**src/rtl/corevx_tlb_pkg.sv**
```systemverilog
// corevx_tlb_pkg: access-tag bit layout, disabled-mode tag and TLB entry format.
// Entry field widths come from the package, so the TLB parameters default to these values.
package corevx_tlb_pkg;
    localparam int AT_V = 0, AT_R = 1, AT_W = 2, AT_X = 3, AT_U = 4, AT_G = 5, AT_A = 6, AT_D = 7;
    localparam logic [7:0] TAG_DISABLED = 8'hDF;
    localparam int TLB_ENTRIES_W = 4;
    localparam int TLB_ASID_W = 9;
    localparam int TLB_VPN_W = 20;
    localparam int TLB_PPN_W = 22;
    localparam int TLB_TAG_W = TLB_VPN_W - TLB_ENTRIES_W;
    typedef struct packed {
        logic [TLB_TAG_W-1:0] tag;
        logic [TLB_ASID_W-1:0] asid;
        logic [7:1] acc;
        logic [TLB_PPN_W-1:0] ppn;
    } entry_t;
endpackage

```
**src/rtl/corevx_tlb_assoc_if.sv**
```systemverilog
// corevx_tlb_assoc_if: lookup, fill and flush bus between the MMU/front end and the TLB.
interface corevx_tlb_assoc_if #(
    parameter int WAYS_W = 1,
    parameter int ASID_W = 9,
    parameter int VPN_W = 20,
    parameter int PPN_W = 22
);
    logic enable, resolve, write, invalidate_all, invalidate_va;
    logic [ASID_W-1:0] asid, asid_w;
    logic [VPN_W-1:0] vpn, vpn_w;
    logic [7:0] accesstag_w, accesstag_r;
    logic [PPN_W-1:0] ppn_w, ppn_r;
    logic done, miss;
    logic [WAYS_W-1:0] hit_way;
    modport master (
        output enable, asid, vpn, resolve, write, invalidate_all, invalidate_va,
        output vpn_w, asid_w, accesstag_w, ppn_w,
        input done, miss, hit_way, accesstag_r, ppn_r
    );
    modport slave (
        input enable, asid, vpn, resolve, write, invalidate_all, invalidate_va,
        input vpn_w, asid_w, accesstag_w, ppn_w,
        output done, miss, hit_way, accesstag_r, ppn_r
    );
endinterface

```
**src/rtl/corevx_tlb_bank.sv**
```systemverilog
// corevx_tlb_bank: one TLB way - valid bits, entry storage, lookup hit and write-side match.
module corevx_tlb_bank
    import corevx_tlb_pkg::*;
#(
    parameter int ENTRIES_W = TLB_ENTRIES_W
) (
    input  logic clk,
    input  logic rst,
    input  logic flush,
    input  logic we,
    input  logic kill,
    input  logic wvalid,
    input  logic [ENTRIES_W-1:0] widx,
    input  logic [ENTRIES_W-1:0] ridx,
    input  entry_t wdata,
    input  logic [TLB_TAG_W-1:0] rtag,
    input  logic [TLB_ASID_W-1:0] rasid,
    output logic hit,
    output logic wmatch,
    output logic wvld,
    output entry_t rdata
);
    localparam int SETS = 2**ENTRIES_W;
    logic [SETS-1:0] valid;
    entry_t mem [SETS];
    entry_t went;
    always_ff @(posedge clk)
        if (rst || flush) valid <= '0;
        else if (we) valid[widx] <= wvalid;
        else if (kill) valid[widx] <= 1'b0;
    always_ff @(posedge clk)
        if (we) mem[widx] <= wdata;
    assign rdata = mem[ridx];
    assign went = mem[widx];
    assign hit = valid[ridx] && rdata.tag == rtag && (rdata.acc[AT_G] || rdata.asid == rasid);
    // Global entries match any ASID on the fill/flush side as well as on lookup.
    assign wmatch = valid[widx] && went.tag == wdata.tag && (went.acc[AT_G] || went.asid == wdata.asid);
    assign wvld = valid[widx];
endmodule

```
**src/rtl/corevx_tlb_assoc.sv**
```systemverilog
// corevx_tlb_assoc: N-way set-associative TLB with ASID tags, write-merge and per-set round-robin refill.
module corevx_tlb_assoc
    import corevx_tlb_pkg::*;
#(
    parameter int ENTRIES_W = TLB_ENTRIES_W,
    parameter int WAYS_W = 1,
    parameter int ASID_W = TLB_ASID_W,
    parameter int VPN_W = TLB_VPN_W,
    parameter int PPN_W = TLB_PPN_W
) (
    input logic clk,
    input logic rst,
    corevx_tlb_assoc_if.slave bus
);
    localparam int SETS = 2**ENTRIES_W;
    localparam int WAYS = 2**WAYS_W;
    logic do_wr, do_all, do_va;
    logic pend, en_q;
    logic [VPN_W-1:0] vpn_q;
    logic [ASID_W-1:0] asid_q;
    logic [WAYS_W-1:0] ptr [SETS];
    logic [ENTRIES_W-1:0] widx;
    logic [WAYS-1:0] hit, wmatch, wvld;
    entry_t rd [WAYS];
    entry_t wdata;
    logic [WAYS_W-1:0] msel, isel, wsel, hsel;
    logic mfound, ifound, hfound;

    assign do_wr = bus.write && !bus.resolve;
    assign do_all = bus.invalidate_all && !bus.resolve && !bus.write;
    assign do_va = bus.invalidate_va && !bus.resolve && !bus.write && !bus.invalidate_all;
    assign widx = bus.vpn_w[ENTRIES_W-1:0];
    assign wdata = '{tag: bus.vpn_w[VPN_W-1:ENTRIES_W], asid: bus.asid_w, acc: bus.accesstag_w[7:1], ppn: bus.ppn_w};

    always_ff @(posedge clk)
        if (rst) begin
            pend <= 1'b0;
            en_q <= 1'b0;
        end else begin
            pend <= bus.resolve;
            if (bus.resolve) begin
                en_q <= bus.enable;
                vpn_q <= bus.vpn;
                asid_q <= bus.asid;
            end
        end

    // The victim pointer only advances when a fill has to evict a live entry.
    always_ff @(posedge clk)
        if (rst || do_all) for (int s = 0; s < SETS; s++) ptr[s] <= '0;
        else if (do_wr && !mfound && !ifound) ptr[widx] <= ptr[widx] + 1'b1;

    for (genvar k = 0; k < WAYS; k++) begin : g_way
        corevx_tlb_bank #(.ENTRIES_W(ENTRIES_W)) u_bank (
            .clk(clk),
            .rst(rst),
            .flush(do_all),
            .we(do_wr && wsel == WAYS_W'(k)),
            .kill(do_va && wmatch[k]),
            .wvalid(bus.accesstag_w[AT_V]),
            .widx(widx),
            .ridx(vpn_q[ENTRIES_W-1:0]),
            .wdata(wdata),
            .rtag(vpn_q[VPN_W-1:ENTRIES_W]),
            .rasid(asid_q),
            .hit(hit[k]),
            .wmatch(wmatch[k]),
            .wvld(wvld[k]),
            .rdata(rd[k])
        );
    end

    // Scanning downward leaves the lowest matching way selected.
    always_comb begin
        msel = '0;
        isel = '0;
        hsel = '0;
        mfound = 1'b0;
        ifound = 1'b0;
        hfound = 1'b0;
        for (int k = WAYS - 1; k >= 0; k--) begin
            if (wmatch[k]) begin msel = WAYS_W'(k); mfound = 1'b1; end
            if (!wvld[k]) begin isel = WAYS_W'(k); ifound = 1'b1; end
            if (hit[k]) begin hsel = WAYS_W'(k); hfound = 1'b1; end
        end
    end
    assign wsel = mfound ? msel : ifound ? isel : ptr[widx];

    always_comb begin
        bus.done = pend;
        bus.miss = pend && en_q && !hfound;
        bus.hit_way = (pend && en_q && hfound) ? hsel : '0;
        bus.accesstag_r = !pend ? '0 : !en_q ? TAG_DISABLED : hfound ? {rd[hsel].acc, 1'b1} : '0;
        bus.ppn_r = !pend ? '0 : !en_q ? PPN_W'(vpn_q) : hfound ? rd[hsel].ppn : '0;
    end
endmodule
```
**src/flat_wrapper.sv**
```systemverilog
// flat-port wrapper written by rule: the top's interface ports become plain ports
module corevx_tlb_assoc_flat import corevx_tlb_pkg::*;
#(
    parameter int ENTRIES_W = TLB_ENTRIES_W,
    parameter int WAYS_W = 1,
    parameter int ASID_W = TLB_ASID_W,
    parameter int VPN_W = TLB_VPN_W,
    parameter int PPN_W = TLB_PPN_W
)
  (clk, rst, bus_enable, bus_asid, bus_vpn, bus_resolve, bus_write, bus_invalidate_all, bus_invalidate_va, bus_vpn_w, bus_asid_w, bus_accesstag_w, bus_ppn_w, bus_done, bus_miss, bus_hit_way, bus_accesstag_r, bus_ppn_r);
  corevx_tlb_assoc_if #(.WAYS_W(WAYS_W), .ASID_W(ASID_W), .VPN_W(VPN_W), .PPN_W(PPN_W)) bus_i ();
  input logic clk;
  input logic rst;
  input wire logic [$bits(bus_i.enable)-1:0] bus_enable;
  input wire logic [$bits(bus_i.asid)-1:0] bus_asid;
  input wire logic [$bits(bus_i.vpn)-1:0] bus_vpn;
  input wire logic [$bits(bus_i.resolve)-1:0] bus_resolve;
  input wire logic [$bits(bus_i.write)-1:0] bus_write;
  input wire logic [$bits(bus_i.invalidate_all)-1:0] bus_invalidate_all;
  input wire logic [$bits(bus_i.invalidate_va)-1:0] bus_invalidate_va;
  input wire logic [$bits(bus_i.vpn_w)-1:0] bus_vpn_w;
  input wire logic [$bits(bus_i.asid_w)-1:0] bus_asid_w;
  input wire logic [$bits(bus_i.accesstag_w)-1:0] bus_accesstag_w;
  input wire logic [$bits(bus_i.ppn_w)-1:0] bus_ppn_w;
  output wire logic [$bits(bus_i.done)-1:0] bus_done;
  output wire logic [$bits(bus_i.miss)-1:0] bus_miss;
  output wire logic [$bits(bus_i.hit_way)-1:0] bus_hit_way;
  output wire logic [$bits(bus_i.accesstag_r)-1:0] bus_accesstag_r;
  output wire logic [$bits(bus_i.ppn_r)-1:0] bus_ppn_r;
  assign bus_i.enable = bus_enable;
  assign bus_i.asid = bus_asid;
  assign bus_i.vpn = bus_vpn;
  assign bus_i.resolve = bus_resolve;
  assign bus_i.write = bus_write;
  assign bus_i.invalidate_all = bus_invalidate_all;
  assign bus_i.invalidate_va = bus_invalidate_va;
  assign bus_i.vpn_w = bus_vpn_w;
  assign bus_i.asid_w = bus_asid_w;
  assign bus_i.accesstag_w = bus_accesstag_w;
  assign bus_i.ppn_w = bus_ppn_w;
  assign bus_done = bus_i.done;
  assign bus_miss = bus_i.miss;
  assign bus_hit_way = bus_i.hit_way;
  assign bus_accesstag_r = bus_i.accesstag_r;
  assign bus_ppn_r = bus_i.ppn_r;
  corevx_tlb_assoc #(.ENTRIES_W(ENTRIES_W), .WAYS_W(WAYS_W), .ASID_W(ASID_W), .VPN_W(VPN_W), .PPN_W(PPN_W)) u_core (.clk(clk), .rst(rst), .bus(bus_i));
endmodule
```
**config.mk**
```make
export PLATFORM = sky130hd
export DESIGN_NAME = corevx_tlb_assoc_flat
export DESIGN_NICKNAME = d
export VERILOG_FILES = /design/src/rtl/corevx_tlb_pkg.sv /design/src/rtl/corevx_tlb_assoc_if.sv /design/src/rtl/corevx_tlb_bank.sv /design/src/rtl/corevx_tlb_assoc.sv /design/src/flat_wrapper.sv
export SDC_FILE = /design/constraint.sdc
export NUM_CORES = 2
export LEC_CHECK = 0
export ABC_AREA = 0
export CELL_PAD_IN_SITES_DETAIL_PLACEMENT = 1
export CELL_PAD_IN_SITES_GLOBAL_PLACEMENT = 1
export CORE_ASPECT_RATIO = 1.2
export CORE_MARGIN = 2
export CORE_UTILIZATION = 55
export CTS_CLUSTER_DIAMETER = 40
export CTS_CLUSTER_SIZE = 28
export DETAILED_ROUTE_END_ITERATION = 10
export PLACE_DENSITY_LB_ADDON = 0.2
export SETUP_SLACK_MARGIN = 0.2
export SLEW_MARGIN = 20
export SYNTH_ARGS = -nofsm -noshare
export SYNTH_HDL_FRONTEND = slang
export SYNTH_SLANG_ARGS = --single-unit
```
**constraint.sdc**
```tcl
create_clock -name clk -period 19.5 [get_ports clk]
set_input_delay 2.925 -clock clk [delete_from_list [all_inputs] [get_ports clk]]
set_output_delay 2.925 -clock clk [all_outputs]
set_load 0.01 [all_outputs]
```
-- After elaboration in Yosys (flattened, before gate mapping)
Memory sizes are Yosys's and may differ from the RTL's. A register that Yosys moved wholly into a read port is not among the register bits.
Index checks and enable logic that the tools add are counted.
W data, S select, Z words.
- bits in registers: 63
- memory bits (writable): 1744
- input port bits: 95
- memories kept: 3
- $add $sub $neg: 1
- order comparisons: 4
- equality and inequality tests: 8
- muxes and demuxes: 51
- bitwise operators: 6
- reductions and logical operators: 39
- memories (name ; depth ; bits a word ; rd ports ; clocked after memory_dff ; write ports ; line ; source):
    u_core.g_way[0].u_bank.mem ; 16 ; 54 ; 2 ; 1 ; 1 ; corevx_tlb_bank.sv:25 ; entry_t mem [SETS];
    u_core.g_way[1].u_bank.mem ; 16 ; 54 ; 2 ; 1 ; 1 ; corevx_tlb_bank.sv:25 ;
    u_core.ptr ; 16 ; 1 ; 1 ; 0 ; 16 ; corevx_tlb_assoc.sv:21 ; logic [WAYS_W-1:0] ptr [SETS];
- operators by type and width (operator ; number):
    $mux W29 ; 3
    $mux W22 ; 3
    $eq A16 B16 Y1 ; 4
    $mux W16 ; 4
    $eq A9 B9 Y1 ; 4
    $and A16 B16 Y16 ; 2
    $bwmux W16 ; 2
    $mux W1 ; 28
    $logic_and A1 B1 Y1 ; 24
    $mux W8 ; 3
    $bmux W1 S4 ; 4
    $not A16 Y16 ; 1
    $mux W4 ; 3
    $lt A4 B5 Y1 const B ; 2
    $logic_not A1 Y1 ; 6
    $logic_or A1 B1 Y1 ; 5
    $demux W1 S4 ; 1
    $ge A4 B1 Y1 const B ; 1
    $reduce_bool A2 Y1 ; 2
    $ge A2 B2 Y1 const B ; 1
    $not A1 Y1 ; 2
    $not A1 Y2 ; 1
    $reduce_and A2 Y1 ; 1
    $add A1 B1 Y1 const B ; 1
    $reduce_or A1 Y1 ; 1

-- Longest topological paths before layout
- depth in word-level cells: 14
- mapped depth: 18
- mapped depth without buffers: 10

-- Cells and area by module
A second synthesis with hierarchy kept.
- cell total of the unflattened synthesis: 3837
- area, all modules: 78142.4 um^2
- modules (own cells, without submodules) (module ; instances ; cells each ; area an instance (um^2)):
    corevx_tlb_bank ; 2 ; 1791 ; 37739.9
    corevx_tlb_assoc ; 1 ; 255 ; 2662.6

-- Worst setup path after synthesis
Ideal clock, no wire load.
- kind: input to register
- start point: input port bus_vpn_w[0]
- end point: memory u_core.g_way[0].u_bank.mem[10][0] (netlist name), enable pin
- setup time: 0.466 ns
- data arrival time: 8.018 ns
- path slack: 11.016 ns
- stages on the path: 14
- buffers on the path: 8
- cells stage by stage: buf_2 buf_6 buf_6 buf_6 buf_4 buf_4 mux4_2 mux4_2 o21a_1 nand2b_1 a2bb2oi_2 buf_2 buf_2 nor2_1
- cells in the longest elaborated chain, start to end: 11
- elaborated cells between the ends (all ways): 29
- those cells by class: 4 x eq/ne; 14 x mux; 1 x bitwise; 7 x reduce/logical; 3 x memory
- ends and longest elaborated chain (what ; line ; source):
    start: declaration ; flat_wrapper.sv:21 ; input wire logic [$bits(bus_i.vpn_w)-1:0] bus_vpn_w;
    $mem_v2 Z16 W54 / $bmux W1 S4 (equally long branches) ; -- ;
    $eq A16 B16 Y1 (tied with other cells) ; corevx_tlb_bank.sv:37 ; assign wmatch = valid[widx] && went.tag == wdata.tag && (went.acc[AT_G] || went.asid == wdata.asid);
    $logic_and A1 B1 Y1 / $logic_or A1 B1 Y1 (equally long branches) ; corevx_tlb_bank.sv:37 ;
    $logic_and A1 B1 Y1 ; corevx_tlb_bank.sv:37 ;
    $mux W1 (2 in a row) ; corevx_tlb_assoc.sv:82 ; if (wmatch[k]) begin msel = WAYS_W'(k); mfound = 1'b1; end
    $mux W1 ; corevx_tlb_assoc.sv:87 ; assign wsel = mfound ? msel : ifound ? isel : ptr[widx];
    $not A1 Y1 ; corevx_tlb_assoc.sv:58 ; .we(do_wr && wsel == WAYS_W'(k)),
    $logic_and A1 B1 Y1 ; corevx_tlb_assoc.sv:58 ;
    $mux W1 ; corevx_tlb_bank.sv:32 ; if (we) mem[widx] <= wdata;
    $mux W1 (implied by the code) ; corevx_tlb_bank.sv:32 ;
    end: declaration ; corevx_tlb_bank.sv:25 ;
Several ways; a longest one is shown, not always the timed one. The select of a mux whose other input is x is not followed.

==> results.cfg <==
[outcome]
status = completed

[sta]
setup_violations = 0
tightest_slew_ns = 1.19
fmaxAchievable_mhz = 88.0
fin_hold_ws_ns = 0.516
slew_headroom_pct = 19.6
finalWorstSetupSlack_ns = 8.13
finalHoldViolCount = 0
maxSlewViolCount = 0
finalClockSkew_ns = 0.0395
rsz0062_at_grt = no
period_share_pct = 58.3
tns_ns = 0
post-route-min-period_ns = 11.37

[power_and_ir_drop]
cellLeakagePower_nw = 27.9
powerDensity_mw_per_mm2 = 100
power.total_mw = 8.85
vdd_ir_drop_max_v = 0.000109

[place]
place_hpwl_mm = 127
place_ws_ns = 8.82
placed_cell_area_sq_mm = 0.0818
place_congestion = 0.872
io_buffers = 127
placed_cells = 5524

[route]
avgRoutedWirePerCell_microns = 38.9
drt_iter0_drc = 5266
vias = 42146
drtPass1Iterations = 7
vias_per_cell = 7.17
drc = 0
drtAntennaViolNets = 0
wl_mm = 229

[yosys]
ys_seq_area_share_pct = 69.0
synth_cell_types = 77
avgSynthCellArea_sq_um = 21.2
synth-seq-cells = 1811
ys.flop_type = edfxtp_1
synth_edf_count = 1773
synth_cells = 3691
synthArstFlopShare_pct = 0
yosysWarningCount = 0
synth_fp_nets = 3786
syn_area_sq_mm = 0.0783

[finish]
multi_input_area_sq_mm = 0.0231
fill_cells = 11397
final_nets = 3973
finish.instance_area_sq_mm = 0.0883
seqCellArea_sq_mm = 0.0540
finish.utilization_pct = 62.5
syn_to_final_growth_pct = 12.8
layout.cells.non_filler = 5881
drive_gt1_share_pct = 30.7

[clock_tree]
cts_sinks = 1811
postCtsSetupRepairBufs = 0
numCtsBuffers = 188
ctsRootBufferMaster = clkbuf_16
ctsHoldBuffers = 0
cts.clk_slew.worst_paths_ns = 0.06
cts_tree = yes
clock_latency_ns = 0.85
cts_buffer_depth = 3
ctsResizeCount = 0
htree_levels = 4

[global_routing]
antenna_found_initial = 8
gr-usage-all-layers_pct = 31.9
grt_pass1_wl_mm = 328
grt_pass1_vias = 44837
grt_max_degree = 154
grt_remaining_overflow = 0

[critical_path]
worstPathRequired_ns = 16.57
critical_path.reg2reg.startpoint = u_core.g_way[0].u_bank.mem[15][43]
crit_path_start_kind = flip-flop
critPathKind = reg2out
arrival_ns = 8.44
end_kind = primary output
cp_max_fo = 45

[run]
cap_violations = 0

[die]
ios = 128
core-area_sq_mm = 0.141
fp-row-count = 151
die_width_microns = 348
dieArea_sq_mm = 0.145
die_h_microns = 417
start_util_pct = 55.4

[min_path]
hold_class = reg2reg
min_from = u_core.g_way[1].u_bank.valid[10]
## state kept, by name, indices dropped and copies added (netlist names), named ones only
register and cells:
u_core.g_way.u_bank.mem 1728, u_core.en_q 1, u_core.bus.done 1, u_core.asid_q 9
u_core.ptr 16, u_core.vpn_q 20, u_core.g_way.u_bank.valid 32
## synthesized netlist by cell type, types with 11 or more instances
cell	instances	share of area, %
edfxtp_1	1773	68
mux4_2	685	20
mux2i_1	204	2.6
clkbuf_1	93	0.45
nand2_1	82	0.39
buf_2	76	0.49
xnor2_1	66	0.74
nor2_1	59	0.28
nand4_1	55	0.44
xor2_1	47	0.53
a22oi_1	44	0.42
dfxtp_1	38	0.97
nand3_1	38	0.24
o211ai_1	33	0.32
buf_6	29	0.42
buf_1	28	0.13
o2111ai_1	28	0.31
a21oi_1	25	0.16
o21ai_0	25	0.16
buf_4	24	0.23
mux4_1	24	0.81
nand2b_1	24	0.19
nor2b_1	22	0.18
a211oi_1	13	0.12
mux2_2	13	0.19
a22o_1	11	0.12
## logic make-up (layout without fill, tap and decap cells)
kind of cell    after synthesis  count (layout)  share of synthesized area [%]
mux                         926             926                           23.3
flops                      1811            1811                           69.0
compound gates              239             239                           2.28
buf+inv                     266             617                           1.91
simple gates                336             336                           2.27
other cells                   0               3                              0
xor+xnor                    113             113                           1.26
## worst max-delay path: stages, from the launching register on
cell             delay (ns)
dfxtp_4                0.81
buf_4                  0.76
buf_4                  0.88
buf_4                  0.84
mux4_2                 0.60
mux4_2                 0.49
xnor2_1                0.38
nand4_1                0.15
nor4_1                 0.22
buf_4                  0.16
nand4_2                0.52
or2_1                  0.45
buf_4                  0.26
nand2b_1               0.21
nand3_1                0.10
clkdlybuf4s50_1        0.57
## power by group
| part | internal, mW | leakage, nW | switching [mW] |
|---|---|---|---|
| clock | 2.07 | 3.21 | 1.72 |
| sequential | 4.30 | 16.3 | 0.0404 |
| combinational | 0.317 | 8.44 | 0.396 |
| total | 6.68 | 27.9 | 2.16 |
## placed cells by master, fill, tap and decap left out, types with 27 or more instances in the layout
cell type,instances
dfxtp_1,34
edfxtp_1,1773
o211ai_1,33
nor2_1,27
buf_4,108
mux2i_1,204
xnor2_1,66
nand3_1,38
clkdlybuf4s50_1,107
mux4_2,685
nand2_1,82
o2111ai_1,28
nor2_4,32
a22oi_1,44
nand4_1,55
xor2_1,47
inv_6,38
clkbuf_16,191
## routing by layer
layer	track usage [%]	routed length, microns	vias to the layer above
met3	6.01	19700	493
li1	-	-	16316
met5	0	13	-
met1	42.9	85100	22865
met4	13.5	9680	2
met2	51.9	114000	2470
## area by class of cell
cell class	count	share of cell area [%]
Timing Repair Buffer	254	2.55
Sequential cell	1811	61.2
Clock inverter	153	2.02
Clock buffer	201	5.45
Antenna cell	3	0.00850
Inverter	9	0.0383
Multi-Input combinational cell	1614	26.2
Tap cell	1836	2.60
## final timing paths
| kind | to | slack [ns] | cells after the start |
|---|---|---|---|
| setup reg to reg | u_core.g_way[0].u_bank.mem[4][42] | 13.54 | 11 |
| hold / removal | u_core.g_way[1].u_bank.valid[10] | 0.52 | 2 |
| setup / recovery | bus_ppn_r[7] | 8.13 | 15 |
| hold reg to reg | u_core.g_way[1].u_bank.valid[10] | 0.52 | 2 |
Note: power is estimated with default switching activity, not from simulation.
